`config.mk`:
```
export PLATFORM = sky130hd
export DESIGN_NAME = led_pattern_gen_flat
export DESIGN_NICKNAME = d
export VERILOG_FILES = /design/src/rtl/led_pattern_gen_if.sv /design/src/rtl/led_pattern_gen.sv /design/src/flat_wrapper.sv
export SDC_FILE = /design/constraint.sdc
export NUM_CORES = 1
export LEC_CHECK = 0
export ABC_AREA = 1
export BUFFER_PORTS_ARGS = -buffer_cell sky130_fd_sc_hd__buf_2
export CAP_MARGIN = 20
export CORE_ASPECT_RATIO = 0.5
export CORE_UTILIZATION = 40
export DETAILED_ROUTE_END_ITERATION = 10
export GPL_TIMING_DRIVEN = 0
export HOLD_SLACK_MARGIN = 0.08
export PLACE_DENSITY = 0.69
export SYNTH_ARGS = -nofsm -noshare
export SYNTH_HDL_FRONTEND = slang
export SYNTH_SLANG_ARGS = --single-unit
export TNS_END_PERCENT = 1
```
`constraint.sdc`:
```
create_clock -name sys_clk -period 1.9 [get_ports sys_clk]
set_input_delay 0.38 -clock sys_clk [delete_from_list [all_inputs] [get_ports sys_clk]]
set_output_delay 0.38 -clock sys_clk [all_outputs]
set_load 0.02 [all_outputs]
```
`src/rtl/led_pattern_gen_if.sv`:
```
// led_pattern_gen_if: control inputs and LED outputs of the pattern engine
interface led_pattern_gen_if #(parameter int N_LEDS = 8);
  logic enable;
  logic [1:0] mode;
  logic [N_LEDS-1:0] leds;
  logic step_tick;
  modport master(output enable, mode, input leds, step_tick);
  modport slave(input enable, mode, output leds, step_tick);
endinterface

```
`src/rtl/led_pattern_gen.sv`:
```
// led_pattern_gen: binary / scanner / breathing / off LED patterns stepped by a shared prescaler
module led_pattern_gen #(
  parameter int N_LEDS = 8,
  parameter int PRESCALE_W = 20,
  parameter int PWM_W = 8
) (
  input logic sys_clk,
  input logic sys_rst_n,
  led_pattern_gen_if.slave bus
);
  localparam int PW = $clog2(N_LEDS);
  typedef enum logic [1:0] {BINARY, SCANNER, BREATHE, OFF} mode_t;
  mode_t mode_q;
  logic [PRESCALE_W-1:0] presc, presc_d;
  logic [N_LEDS-1:0] cnt, cnt_d, leds_q, leds_d, pattern;
  logic [PW-1:0] pos, pos_d;
  logic up, up_d, lvl_up, lvl_up_d, step_q;
  logic [PWM_W-1:0] level, level_d, pwm_cnt, pwm_d;
  logic restart, tick, step;
  assign restart = bus.mode != mode_q;
  assign tick = bus.enable && (&presc);
  assign step = tick && !restart;
  assign pattern = mode_q == BINARY ? cnt :
                   mode_q == SCANNER ? N_LEDS'(1) << pos :
                   mode_q == BREATHE ? {N_LEDS{pwm_cnt < level}} : '0;
  assign bus.leds = leds_q;
  assign bus.step_tick = step_q;
  always_comb begin
    presc_d = presc;
    cnt_d = cnt;
    pos_d = pos;
    up_d = up;
    level_d = level;
    lvl_up_d = lvl_up;
    pwm_d = pwm_cnt;
    leds_d = bus.enable ? pattern : leds_q;
    if (restart) begin
      presc_d = '0;
      cnt_d = '0;
      pos_d = '0;
      up_d = 1'b1;
      level_d = '0;
      lvl_up_d = 1'b1;
      pwm_d = '0;
    end else if (bus.enable) begin
      presc_d = presc + 1'b1;
      pwm_d = pwm_cnt + 1'b1;
      if (tick) begin
        case (mode_q)
          BINARY: cnt_d = cnt + 1'b1;
          SCANNER: begin
            // end LEDs turn around in place so each is lit for a single step per sweep
            if (up) begin
              up_d = pos != PW'(N_LEDS - 1);
              pos_d = up_d ? pos + 1'b1 : PW'(N_LEDS - 2);
            end else begin
              up_d = pos == '0;
              pos_d = up_d ? PW'(1) : pos - 1'b1;
            end
          end
          BREATHE: begin
            level_d = lvl_up ? level + 1'b1 : level - 1'b1;
            lvl_up_d = lvl_up ? level_d != '1 : level_d == '0;
          end
          default: ;
        endcase
      end
    end
  end
  always_ff @(posedge sys_clk or negedge sys_rst_n) begin
    if (!sys_rst_n) begin
      mode_q <= BINARY;
      presc <= '0;
      cnt <= '0;
      pos <= '0;
      up <= 1'b1;
      level <= '0;
      lvl_up <= 1'b1;
      pwm_cnt <= '0;
      leds_q <= '0;
      step_q <= 1'b0;
    end else begin
      mode_q <= mode_t'(bus.mode);
      presc <= presc_d;
      cnt <= cnt_d;
      pos <= pos_d;
      up <= up_d;
      level <= level_d;
      lvl_up <= lvl_up_d;
      pwm_cnt <= pwm_d;
      leds_q <= leds_d;
      step_q <= step;
    end
  end
endmodule
```
`src/flat_wrapper.sv`:
```
// flat-port wrapper written by rule: the top's interface ports become plain ports
module led_pattern_gen_flat 
#(
  parameter int N_LEDS = 8,
  parameter int PRESCALE_W = 20,
  parameter int PWM_W = 8
)
  (sys_clk, sys_rst_n, bus_enable, bus_mode, bus_leds, bus_step_tick);
  led_pattern_gen_if #(.N_LEDS(N_LEDS)) bus_i ();
  input logic sys_clk;
  input logic sys_rst_n;
  input wire logic [$bits(bus_i.enable)-1:0] bus_enable;
  input wire logic [$bits(bus_i.mode)-1:0] bus_mode;
  output wire logic [$bits(bus_i.leds)-1:0] bus_leds;
  output wire logic [$bits(bus_i.step_tick)-1:0] bus_step_tick;
  assign bus_i.enable = bus_enable;
  assign bus_i.mode = bus_mode;
  assign bus_leds = bus_i.leds;
  assign bus_step_tick = bus_i.step_tick;
  led_pattern_gen #(.N_LEDS(N_LEDS), .PRESCALE_W(PRESCALE_W), .PWM_W(PWM_W)) u_core (.sys_clk(sys_clk), .sys_rst_n(sys_rst_n), .bus(bus_i));
endmodule
```
== Word-level counts from Yosys, hierarchy flattened ==
Index checks and enable logic that the tools add are counted.
Widths: inputs -> output; s select.

* Register bits: 60
* Output and inout port bits: 9
* Logic and storage cells: 72

* Reduce and logical (&&, ||, !) cells: 15
* Equal/unequal tests: 5
* Order comparisons: 1
* Shift-type cells: 1
* Mux-type cells: 33
* Add/subtract/negate cells: 7

{| class="wikitable"
|+ Operator list
! operator !! count
|-
| $mux 8 || 14
|-
| $mux 20 || 2
|-
| $add 8x1->8 const B || 3
|-
| $mux 3 || 7
|-
| $add 20x1->20 const B || 1
|-
| $reduce_and 20->1 || 1
|-
| $mux 1 || 10
|-
| $reduce_bool 2->1 || 5
|-
| $reduce_and 3->1 || 3
|-
| $logic_not 8->1 || 1
|-
| $lt 8x8->1 || 1
|-
| $ne 8x8->1 const B || 1
|-
| $shl 1x3->8 const A || 1
|-
| $sub 8x1->8 const B || 1
|-
| $add 3x1->3 const B || 1
|-
| $logic_not 3->1 || 1
|-
| $ne 3x3->1 const B || 1
|-
| $sub 3x1->3 const B || 1
|-
| $eq 2x1->1 const B || 1
|-
| $eq 2x2->1 const B || 1
|-
| $logic_and 1x1->1 || 2
|-
| $logic_not 2->1 || 1
|-
| $ne 2x2->1 || 1
|-
| $logic_not 1->1 || 1
|}

== Logic depth before layout (Yosys ltp) ==
Gate-level depths: netlist of the first run.

* Depth in word-level cells: 8
* Depth in mapped cells: 13
* Depth with buffers taken out: 13

== Worst setup path after synthesis of the first run ==
No wires, ideal clock.

* Kind: reg-to-reg
* From: reg u_core.lvl_up
* To: reg u_core.lvl_up
* Path buffers: 0
* Period minus slack after synthesis: 1821 ps
* Slack: 79 ps
* Setup time: 76 ps
* Cell stages (with the launch flop): 13
* Data arrival time: 1746 ps
* Cells stage by stage: dfstp_2 -> inv_1 -> ha_1 -> nand2_1 -> inv_1 -> a21oi_1 -> nand2_1 -> nand2_1 -> nand2_1 -> nor2_1 -> nand3_1 -> nand2_1 -> nand2_1

* Longest elaborated chain between the ends: 7
* Elaborated cells between the ends (all ways): 8
* Classes of those cells: eq/ne (1); mux (6); reduce/logical (1)

{| class="wikitable"
|+ Ends and longest elaborated chain
! what !! RTL line !! text
|-
| start, declared || led_pattern_gen.sv:17 || <nowiki>logic up, up_d, lvl_up, lvl_up_d, step_q;</nowiki>
|-
| start signal, assigned || led_pattern_gen.sv:89 || <nowiki>lvl_up <= lvl_up_d;</nowiki>
|-
| $mux 8 || led_pattern_gen.sv:62 || <nowiki>level_d = lvl_up ? level + 1'b1 : level - 1'b1;</nowiki>
|-
| $ne 8x8->1 or $logic_not 8->1 (tied branches) || led_pattern_gen.sv:63 || <nowiki>lvl_up_d = lvl_up ? level_d != '1 : level_d == '0;</nowiki>
|-
| $mux 1 * || led_pattern_gen.sv:63 ||
|-
| $mux 1 * || led_pattern_gen.sv:49 || <nowiki>case (mode_q)</nowiki>
|-
| $mux 1 * || led_pattern_gen.sv:48 || <nowiki>if (tick) begin</nowiki>
|-
| $mux 1 * || led_pattern_gen.sv:45 || <nowiki>end else if (bus.enable) begin</nowiki>
|-
| $mux 1 * || led_pattern_gen.sv:37 || <nowiki>if (restart) begin</nowiki>
|}

Mark *: on every way between the ends. The rest lies on a longest branch, timed or not. The select of a mux whose other input is x is not followed.
A chain may end at the register's enable or synchronous reset.

== Final worst setup path of the first run ==
Ends and elaborated chain as after synthesis.

==> flow_summary.yaml, run 1 <==
critical_path:
  r2r_cells: 13
  cp_cell_sequence: "clkinvlp_4 -> buf_4 -> ha_4 -> nand3_1 -> nand3_2 -> nand2_2 -> nand2_1 -> nand2_1 -> nand2_1 -> nor2_2 -> nand3_1 -> nand2_1 -> nand2_1"
  cp_max_fo: 5
  critical_path.max_stage_delay_ns: 0.56
  cp_slowest_cell: "dfstp_2"
  end_kind: "flip-flop"
  cp_common_cell: "nand2_1"
  crit_arrival_ns: 2.34
  crit_start: "u_core.lvl_up"
  worstReg2RegEnd: "u_core.lvl_up"
  cp_num_buf_inv: 2
  r2r_start: "u_core.lvl_up"
  critical_path_class: "reg -> reg"
  cp.required_ns: 2.16
  worstSetupEndpoint: "u_core.lvl_up"
  rrSetupSlack_ns: -0.18
  startpoint_type: "flip-flop"
  cp.depth: 13
  cp_top_family: "simple AND/OR/NAND/NOR gates"
drt:
  ant_nets: 0
  drt_pass1_iterations: 4
  drc_errors: 0
  detail_route.wl_per_cell_microns: 12.7
  via_per_inst: 5.01
  drt-total-wl_mm: 8.05
  drt_iter0_markers: 172
  vias: 3173
grt:
  grt_remaining_overflow: 0
  grt_pass1_vias: 3082
  antenna_found_initial: 0
  track_usage_pct: 18.8
  grt_pass1_wl_mm: 14.3
  grt_max_degree: 33
run:
  maxCapViolCount: 0
placed_design:
  pre_cts_ws_ns: -0.186
  dp.final_hpwl_mm: 5.82
  place_area_sq_um: 3940
  gp_congestion: 0.826
  port_buffers: 12
logic_synthesis:
  synth_top_family_by_area: "simple AND/OR/NAND/NOR gates"
  ys_types: 36
  ys_seq_area_share_pct: 40.5
  synth_adder_area_share_pct: 8.95
  synthCells: 481
  netlist.area_leader.share_pct: 39.0
  synthXorXnorAreaFrac_pct: 1.88
  synth_mux_area_share_pct: 0
  yosys_warnings: 0
  yosys.area_share.simple_pct: 28.2
  synth_seq_cells: 60
  synth_fp_nets: 512
  yosys-top-cells-area: "dfrtp_1, nand2_1, ha_1, inv_1, a21oi_1"
  syn_area_per_cell_sq_um: 7.73
  synth_compound_area_share_pct: 12.8
  synthesis.area_sq_um: 3720
  synth_area_leader_cell: "dfrtp_1"
floorplanning:
  die_h_microns: 70.2
  std_cell_rows: 24
  core_area_sq_um: 8860
  fp.dieW_microns: 138
  ioPinCount: 14
  start_util_pct: 42.0
  dieArea_sq_um: 9710
final_layout:
  drive_gt1_share_pct: 16.1
  fin_nets: 542
  seq_area_sq_um: 1500
  multi_input_area_sq_um: 2040
  fillCellCount: 821
  area_delta_synth_final_pct: 18.8
  final_cell_area_sq_um: 4420
  n_antenna_cell: 0
timing:
  tightest_slew_ns: 0.754
  maxSlewHeadroom_pct: 49.8
  min_period_ns: 2.08
  grt_setup_unrepaired: "true"
  hold_viol: 0
  fmax_mhz: 481
  skew_ns: 0.00622
  setup_slack_ns: -0.177
  period_share_pct: 109
  maxSlewViolCount: 0
  finalSetupViolCount: 4
clock_tree:
  cts_sinks: 60
  clkSlewWorstSetupHoldPaths_ns: 0.05
  h-tree-depth: 3
  cts_root_buffer: "clkbuf_16"
  cts_buffer_depth: 2
  cts-buffers-inserted: 9
  clock_latency_ns: 0.33
  tritoncts: "done"
  hold_buffers: 0
outcome:
  violations: "negative setup slack"
  status: "finished, violations left"
power:
  cellLeakagePower_nw: 2.13
  ir_drop_mv: 0.477
  power.density_nw_per_um2: 701
worst_hold_path:
  hp-class: "in -> async"
==> registers in the layout, indices dropped and copies added, names as in the netlist <==
signal / count
u_core.up: 1
u_core.cnt: 8
u_core.bus.leds: 8
u_core.presc: 20
u_core.mode_q: 2
u_core.pos: 3
u_core.lvl_up: 1
u_core.level: 8
u_core.pwm_cnt: 8
u_core.bus.step_tick: 1
==> power breakdown <==
part	internal [mW]	switching [mW]	total (mW)
Sequential	1.30	0.0157	1.32
Clock	1.02	0.545	1.57
Combinational	0.0603	0.156	0.216
Total	2.38	0.716	3.10
==> routing by layer <==
metal	wire [microns]	track usage (%)	part of all wire (%)
met4	106	6.62	1.3
met5	0	0	0
met2	3670	30.3	46
met1	3980	24.5	49
met3	296	4.87	3.7
==> cells in the final DEF, fill, tap and decap left out, drive strengths merged, types with 2 or more instances in the layout <==
master	instances
nand2	128
inv	65
dfrtp	58
nor2	47
o21ai	35
a21oi	33
nand3	31
ha	25
buf	24
clkbuf	15
nand4	9
nor3	9
o22ai	7
a31oi	7
xnor2	5
xor2	3
clkinv	3
and3	2
o221ai	2
dfstp	2
a211oi	2
==> worst min-delay path by stage <==
stage / depth (start not counted) / to / start
after CTS: 1 / u_core.pos[0] / sys_rst_n
after floorplan: 0 / u_core.bus.leds[0] / sys_rst_n
final: 1 / u_core.presc[17] / sys_rst_n
after global routing: 1 / u_core.presc[16] / sys_rst_n
after detailed placement: 2 / u_core.bus.leds[2] / u_core.bus.leds[2]
after global placement: 2 / u_core.bus.leds[2] / u_core.bus.leds[2]
==> worst reg2reg max path, cell delays in order, from the launching register on <==
cell and delay, ns:
dfstp_2 0.56, clkinvlp_4 0.18, buf_4 0.19, ha_4 0.21
nand3_1 0.11, nand3_2 0.11, nand2_2 0.10, nand2_1 0.07
nand2_1 0.05, nand2_1 0.08, nor2_2 0.13, nand3_1 0.08
nand2_1 0.09, nand2_1 0.05
==> kinds of logic after synthesis <==
family | after synthesis
compound gates | 86
xor+xnor | 8
fa+ha+maj | 26
buf+inv | 73
flops | 60
simple gates | 228
==> synth_stat cells, drive strengths merged <==
master	n
a211oi	2
a21oi	33
a31oi	7
and3	2
buf	5
clkbuf	2
dfrtp	58
dfstp	2
fa	1
ha	25
inv	66
nand2	128
nand3	31
nand4	9
nor2	47
nor3	9
nor3b	1
nor4	1
o21ai	35
o221ai	2
o22ai	7
xnor2	5
xor2	3
==> metrics by stage <==
step	utilization [%]	TNS (ns)	cells	hold slack (ns)	power [mW]
2_1_floorplan	-	0	481	0.0844	1.47
4_1_cts	49.5	-0.296	631	0.149	3.13
6_report	49.9	-0.321	633	0.121	3.10
5_1_grt	49.9	-0.843	633	0.176	3.23
3_3_place_gp	44.3	-0.169	610	0.459	1.55
3_5_place_dp	44.5	-0.193	611	0.460	1.56
==> repair_timing <==
| action | in CTS | in global routing |
|---|---|---|
| gates resized for setup | 17 | 4 |
| pin swaps | 13 | 2 |
| buffers inserted | 4 | 2 |
| setup endpoints to repair | 3 | 19 |
==> layout make-up <==
cell class / count / area share [%]
repair buffers: 19 / 3.12
well taps: 117 / 3.31
multi-input cells: 348 / 46.2
flip-flops and latches: 60 / 34.1
clock inverters: 3 / 0.425
plain buffers: 7 / 0.850
clock buffers: 13 / 6.35
inverters: 66 / 5.69
Note: power is estimated with default switching activity, not from simulation.
==> run 2, diff against run 1 <==
HOLD_SLACK_MARGIN = default   (was 0.08)
clock period = 1.8 ns   (was 1.9 ns; I/O delays follow)
==> run 2 against run 1 <==
The flow still finishes with violations (negative setup slack); sequential power increased by 5%; clock power increased by 22%; worst setup slack got worse by 0.085 ns; fmax increased by 0.75%; utilization increased by 1.5 points; routed wire length increased by 3.2%; sequential share of layout area decreased by 0.98 points; via count increased by 0.32%; flip-flop and latch count unchanged; global-route usage about the same; non-clock buffer count decreased by 2; critical endpoint unchanged; largest cell class unchanged.
==> flow_summary.yaml, run 2 (synthesized netlist as in run 1, its figures left out) <==
outcome:
  status: "finished, violations left"
  violations: "negative setup slack"
grt:
  track_usage_pct: 18.8
  grt_pass1_wl_mm: 14.4
  grt_max_degree: 37
  grt_remaining_overflow: 0
  antenna_found_initial: 0
  grt_pass1_vias: 3141
timing:
  maxSlewHeadroom_pct: 44.0
  holdWs_ns: 0.133
  period_share_pct: 115
  hold_viol: 0
  tightest_slew_ns: 0.840
  fmax_mhz: 485
  setup_tns_ns: -0.500
  skew_ns: 0.00628
  finalSetupViolCount: 4
  min_period_ns: 2.06
  setup_slack_ns: -0.262
  grt_setup_unrepaired: "true"
  maxSlewViolCount: 0
final_layout:
  multi_input_area_sq_um: 2140
  fin_nets: 540
  largest-register: "u_core.presc"
  drive_gt1_share_pct: 19.6
  area_delta_synth_final_pct: 22.3
  largest_reg_flops: 20
  postLayoutCoreUtil_pct: 51.3
  fillCellCount: 803
  final_common_cell: "nand2_1"
  instances_no_fill: 631
  final_cell_area_sq_um: 4550
  seq_area_sq_um: 1500
  n_antenna_cell: 0
  most-common-layout-cells: "nand2_1, inv_1, dfrtp_1"
placed_design:
  dp_cells: 611
  dp.final_hpwl_mm: 5.87
  pre_cts_ws_ns: -0.318
  gp_congestion: 0.833
  port_buffers: 12
  place_area_sq_um: 3960
drt:
  via_per_inst: 5.04
  drt_iter0_markers: 156
  vias: 3183
  detail_route.wl_per_cell_microns: 13.2
  ant_nets: 0
  drt_pass1_iterations: 4
  drc_errors: 0
  drt-total-wl_mm: 8.31
clock_tree:
  cts_root_buffer: "clkbuf_16"
  tritoncts: "done"
  clock_latency_ns: 0.33
  cts-buffers-inserted: 9
  cts_sinks: 60
  cts_buffer_depth: 2
  clkSlewWorstSetupHoldPaths_ns: 0.06
  h-tree-depth: 3
power:
  ir_drop_mv: 0.812
  swShare_pct: 22.9
  power.density_nw_per_um2: 778
  clockPowerShare_pct: 54.1
  cellLeakagePower_nw: 2.18
  comb_power_share_pct: 6.6
  intPower_mw: 2.73
  p_sw_mw: 0.811
  total_power_mw: 3.54
  sequentialPowerShare_pct: 39.3
floorplanning:
  fp.dieW_microns: 138
  core_area_sq_um: 8860
  dieArea_sq_um: 9710
  die_h_microns: 70.2
  std_cell_rows: 24
  start_util_pct: 42.0
  ioPinCount: 14
critical_path:
  critical_path_class: "reg -> reg"
  cp_max_fo: 6
  cp.required_ns: 2.07
  crit_arrival_ns: 2.33
  startpoint_type: "flip-flop"
  end_kind: "flip-flop"
worst_hold_path:
  hp-class: "in -> async"
run:
  maxCapViolCount: 0
==> run 2: cell types whose count changed in the layout (fill, tap and decap cells not counted), sizes merged <==
cell	previous run	this run
clkbuf	15	13
clkinv	3	1
buf	24	22
bufinv	0	2
clkinvlp	1	3
==> run 2: critical path, stage by stage (launching register included) <==
cell        delay [ns]
dfstp_2           0.56
clkinvlp_4        0.17
buf_6             0.17
ha_4              0.32
nand2_4           0.07
nor2_4            0.10
nand2_2           0.08
nand4_1           0.07
nand2_1           0.07
nor2_2            0.14
nand2_1           0.07
nand2_1           0.05
nand2_1           0.05
nand2_1           0.08
==> run 2: layer usage <==
metal / track usage, % / share of wire (%)
met1: 25.1 / 50
met4: 7.24 / 1.4
met2: 29.6 / 45
met5: 0 / 0
met3: 4.66 / 3.7
==> run 2: timing repair <==
| item | 4_1_cts | 5_1_grt |
|---|---|---|
| hold buffers | 0 | 0 |
| resized for setup | 20 | 28 |
| buffers inserted | 3 | 1 |
| pin swaps | 11 | 16 |
| endpoints found under the setup margin | 12 | 29 |
==> run 2: layout make-up <==
class	count	share of cell area, %
Buffer	7	0.825
Clock buffer	11	5.56
Clock inverter	5	1.84
Inverter	66	5.53
Multi-Input combinational cell	348	47.1
Sequential cell	60	33.1
Tap cell	117	3.22
Timing Repair Buffer	17	2.86
==> run 2: final timing paths <==
| kind | end | startpoint | depth (start not counted) | slack [ns] |
|---|---|---|---|---|
| max | u_core.lvl_up | u_core.lvl_up | 13 | -0.26 |
| min | u_core.presc[13] | sys_rst_n | 1 | 0.13 |
| max reg2reg | u_core.lvl_up | u_core.lvl_up | 13 | -0.26 |
| min reg2reg | u_core.bus.leds[6] | u_core.bus.leds[6] | 2 | 0.47 |
| max in group asynchronous | u_core.lvl_up | sys_rst_n | 2 | 0.97 |
| min in group sys_clk | u_core.mode_q[0] | bus_mode[0] | 1 | 0.17 |
==> run 2: power by group through the flow <==
| stage | sequential, mW | clock (mW) | combinational [mW] |
|---|---|---|---|
| 5_1_grt | 1.39 | 1.99 | 0.263 |
| 3_5_place_dp | 1.41 | 0 | 0.231 |
| 4_1_cts | 1.39 | 1.95 | 0.234 |
| 2_1_floorplan | 1.43 | 0 | 0.121 |
| 3_3_place_gp | 1.41 | 0 | 0.223 |
| 6_report | 1.39 | 1.91 | 0.233 |
==> run 3, diff against run 2 <==
CORE_ASPECT_RATIO = 0.9   (was 0.5)
GPL_TIMING_DRIVEN = default   (was 0)
==> run 3 against run 2 <==
The flow still finishes with violations (negative setup slack); global-route usage shrank 0.14 points; sequential share of layout area grew 0.21 points; worst hold slack gained 0.013 ns; worst setup slack gained 0.12 ns; critical endpoint unchanged; largest power group is now registers.
==> flow_summary.yaml, run 3 (synthesized netlist as in run 1, its figures left out) <==
placed_design:
  dp.final_hpwl_mm: 5.98
  dp_cells: 634
  gp_congestion: 0.815
  place_area_sq_um: 4150
  pre_cts_ws_ns: -0.154
  port_buffers: 13
grt:
  antenna_found_initial: 0
  track_usage_pct: 18.7
  grt_remaining_overflow: 0
  grt_pass1_vias: 3297
  grt_pass1_wl_mm: 14.6
  grt_max_degree: 38
final_layout:
  fin_nets: 560
  final_common_cell: "nand2_1"
  largest-register: "u_core.presc"
  final_cell_area_sq_um: 4520
  most-common-layout-cells: "nand2_1, inv_1, dfrtp_1"
  largest_reg_flops: 20
  n_antenna_cell: 0
  drive_gt1_share_pct: 20.4
  area_delta_synth_final_pct: 21.6
  instances_no_fill: 653
critical_path:
  cp.required_ns: 2.09
  cp_slowest_cell: "dfstp_2"
  cp_common_cell: "nand2_1"
  crit_arrival_ns: 2.23
  critical_path.max_stage_delay_ns: 0.58
  cp_cell_sequence: "inv_6 -> buf_6 -> ha_4 -> nand2_2 -> nor2_1 -> nand2_1 -> nand4_1 -> nand2_1 -> nor2_1 -> nand2_1 -> nand2_1 -> nand2_1 -> nand2_1"
  cp_max_fo: 6
  startpoint_type: "flip-flop"
  critical_path_class: "reg -> reg"
  end_kind: "flip-flop"
floorplanning:
  fp.dieW_microns: 104
  ioPinCount: 14
  start_util_pct: 42.2
  dieArea_sq_um: 9680
  core_area_sq_um: 8810
  std_cell_rows: 32
  die_h_microns: 93.5
timing:
  skew_ns: 0.0107
  min_period_ns: 1.94
  tightest_slew_ns: 0.473
  hold_viol: 0
  finalSetupViolCount: 2
  grt_setup_unrepaired: "true"
  maxSlewViolCount: 0
  maxSlewHeadroom_pct: 68.3
  fmax_mhz: 515
  period_share_pct: 108
  setup_slack_ns: -0.142
clock_tree:
  clkSlewWorstSetupHoldPaths_ns: 0.08
  tritoncts: "done"
  clock_latency_ns: 0.34
  h-tree-depth: 3
  cts_sinks: 60
  cts-buffers-inserted: 9
  cts_buffer_depth: 2
  cts_root_buffer: "clkbuf_8"
power:
  ir_drop_mv: 0.368
  clockPowerShare_pct: 42.4
  cellLeakagePower_nw: 2.21
  swShare_pct: 26.3
  sequentialPowerShare_pct: 48.9
  power.density_nw_per_um2: 626
  total_power_mw: 2.83
  intPower_mw: 2.09
  comb_power_share_pct: 8.7
  p_sw_mw: 0.745
drt:
  drt_iter0_markers: 125
  via_per_inst: 5.06
  drc_errors: 0
  ant_nets: 0
  detail_route.wl_per_cell_microns: 12.7
  drt_pass1_iterations: 4
  vias: 3302
  drt-total-wl_mm: 8.31
outcome:
  status: "finished, violations left"
  violations: "negative setup slack"
worst_hold_path:
  hp-class: "in -> reg"
run:
  maxCapViolCount: 0
==> run 3: area by class of cell <==
cell class	instances	area [sq um]
Tap cell	119	149
Multi-Input combinational cell	348	2090
Clock buffer	10	128
Clock inverter	6	65.1
Timing Repair Buffer	44	329
Sequential cell	60	1500
Inverter	66	253
Fill cell	852	4290
==> run 3: path summary, 6_finish.rpt <==
kind | start | endpoint | slack (ns) | depth (start not counted)
hold reg to reg | u_core.bus.leds[0] | u_core.bus.leds[0] | 0.48 | 2
setup reg to reg | u_core.lvl_up | u_core.lvl_up | -0.14 | 13
setup / recovery | u_core.lvl_up | u_core.lvl_up | -0.14 | 13
hold / removal | bus_mode[1] | u_core.mode_q[1] | 0.15 | 1
min in group asynchronous | sys_rst_n | u_core.presc[7] | 0.43 | 2
max in group asynchronous | sys_rst_n | u_core.lvl_up | 0.81 | 3
==> run 3: metrics by stage <==
| stage | hold slack [ns] | setup TNS, ns | utilization (%) |
|---|---|---|---|
| 2_1_floorplan | 0.0644 | -0.0135 | - |
| 3_3_place_gp | 0.263 | -0.0898 | 47.1 |
| 3_5_place_dp | 0.262 | -0.402 | 47.1 |
| 4_1_cts | 0.130 | -0.0222 | 51.0 |
| 5_1_grt | 0.136 | -0.546 | 51.3 |
| 6_report | 0.146 | -0.166 | 51.3 |
==> run 3: power by group through the flow <==
| stage | sequential (mW) | combinational, mW | clock [mW] |
|---|---|---|---|
| global route | 1.39 | 0.277 | 1.28 |
| finish | 1.38 | 0.247 | 1.20 |
| CTS | 1.38 | 0.251 | 1.23 |
| detailed placement | 1.41 | 0.247 | 0 |
| floorplan | 1.43 | 0.121 | 0 |
| global placement | 1.41 | 0.243 | 0 |
==> run 3: routing by layer <==
metal	wire length (microns)	track usage, %
met2	4100	33.7
met4	102	5.80
met3	249	4.53
met1	3860	22.0
met5	0	0
==> run 3: repair_timing <==
action                                 4_1_cts  5_1_grt
hold buffers                                 1        0
gates resized for setup                     28        4
setup endpoints to repair                    4       13
pin swaps                                   10        2
endpoints found under the hold margin       10        0
buffers inserted                             1        1
==> run 3: worst max-delay path: cells and delay by family, from the launching register on <==
family,cells,cell delay [ns]
and+or+nand+nor,10,0.82
DFF,1,0.58
adders and majority gates,1,0.29
buffers and inverters,2,0.19
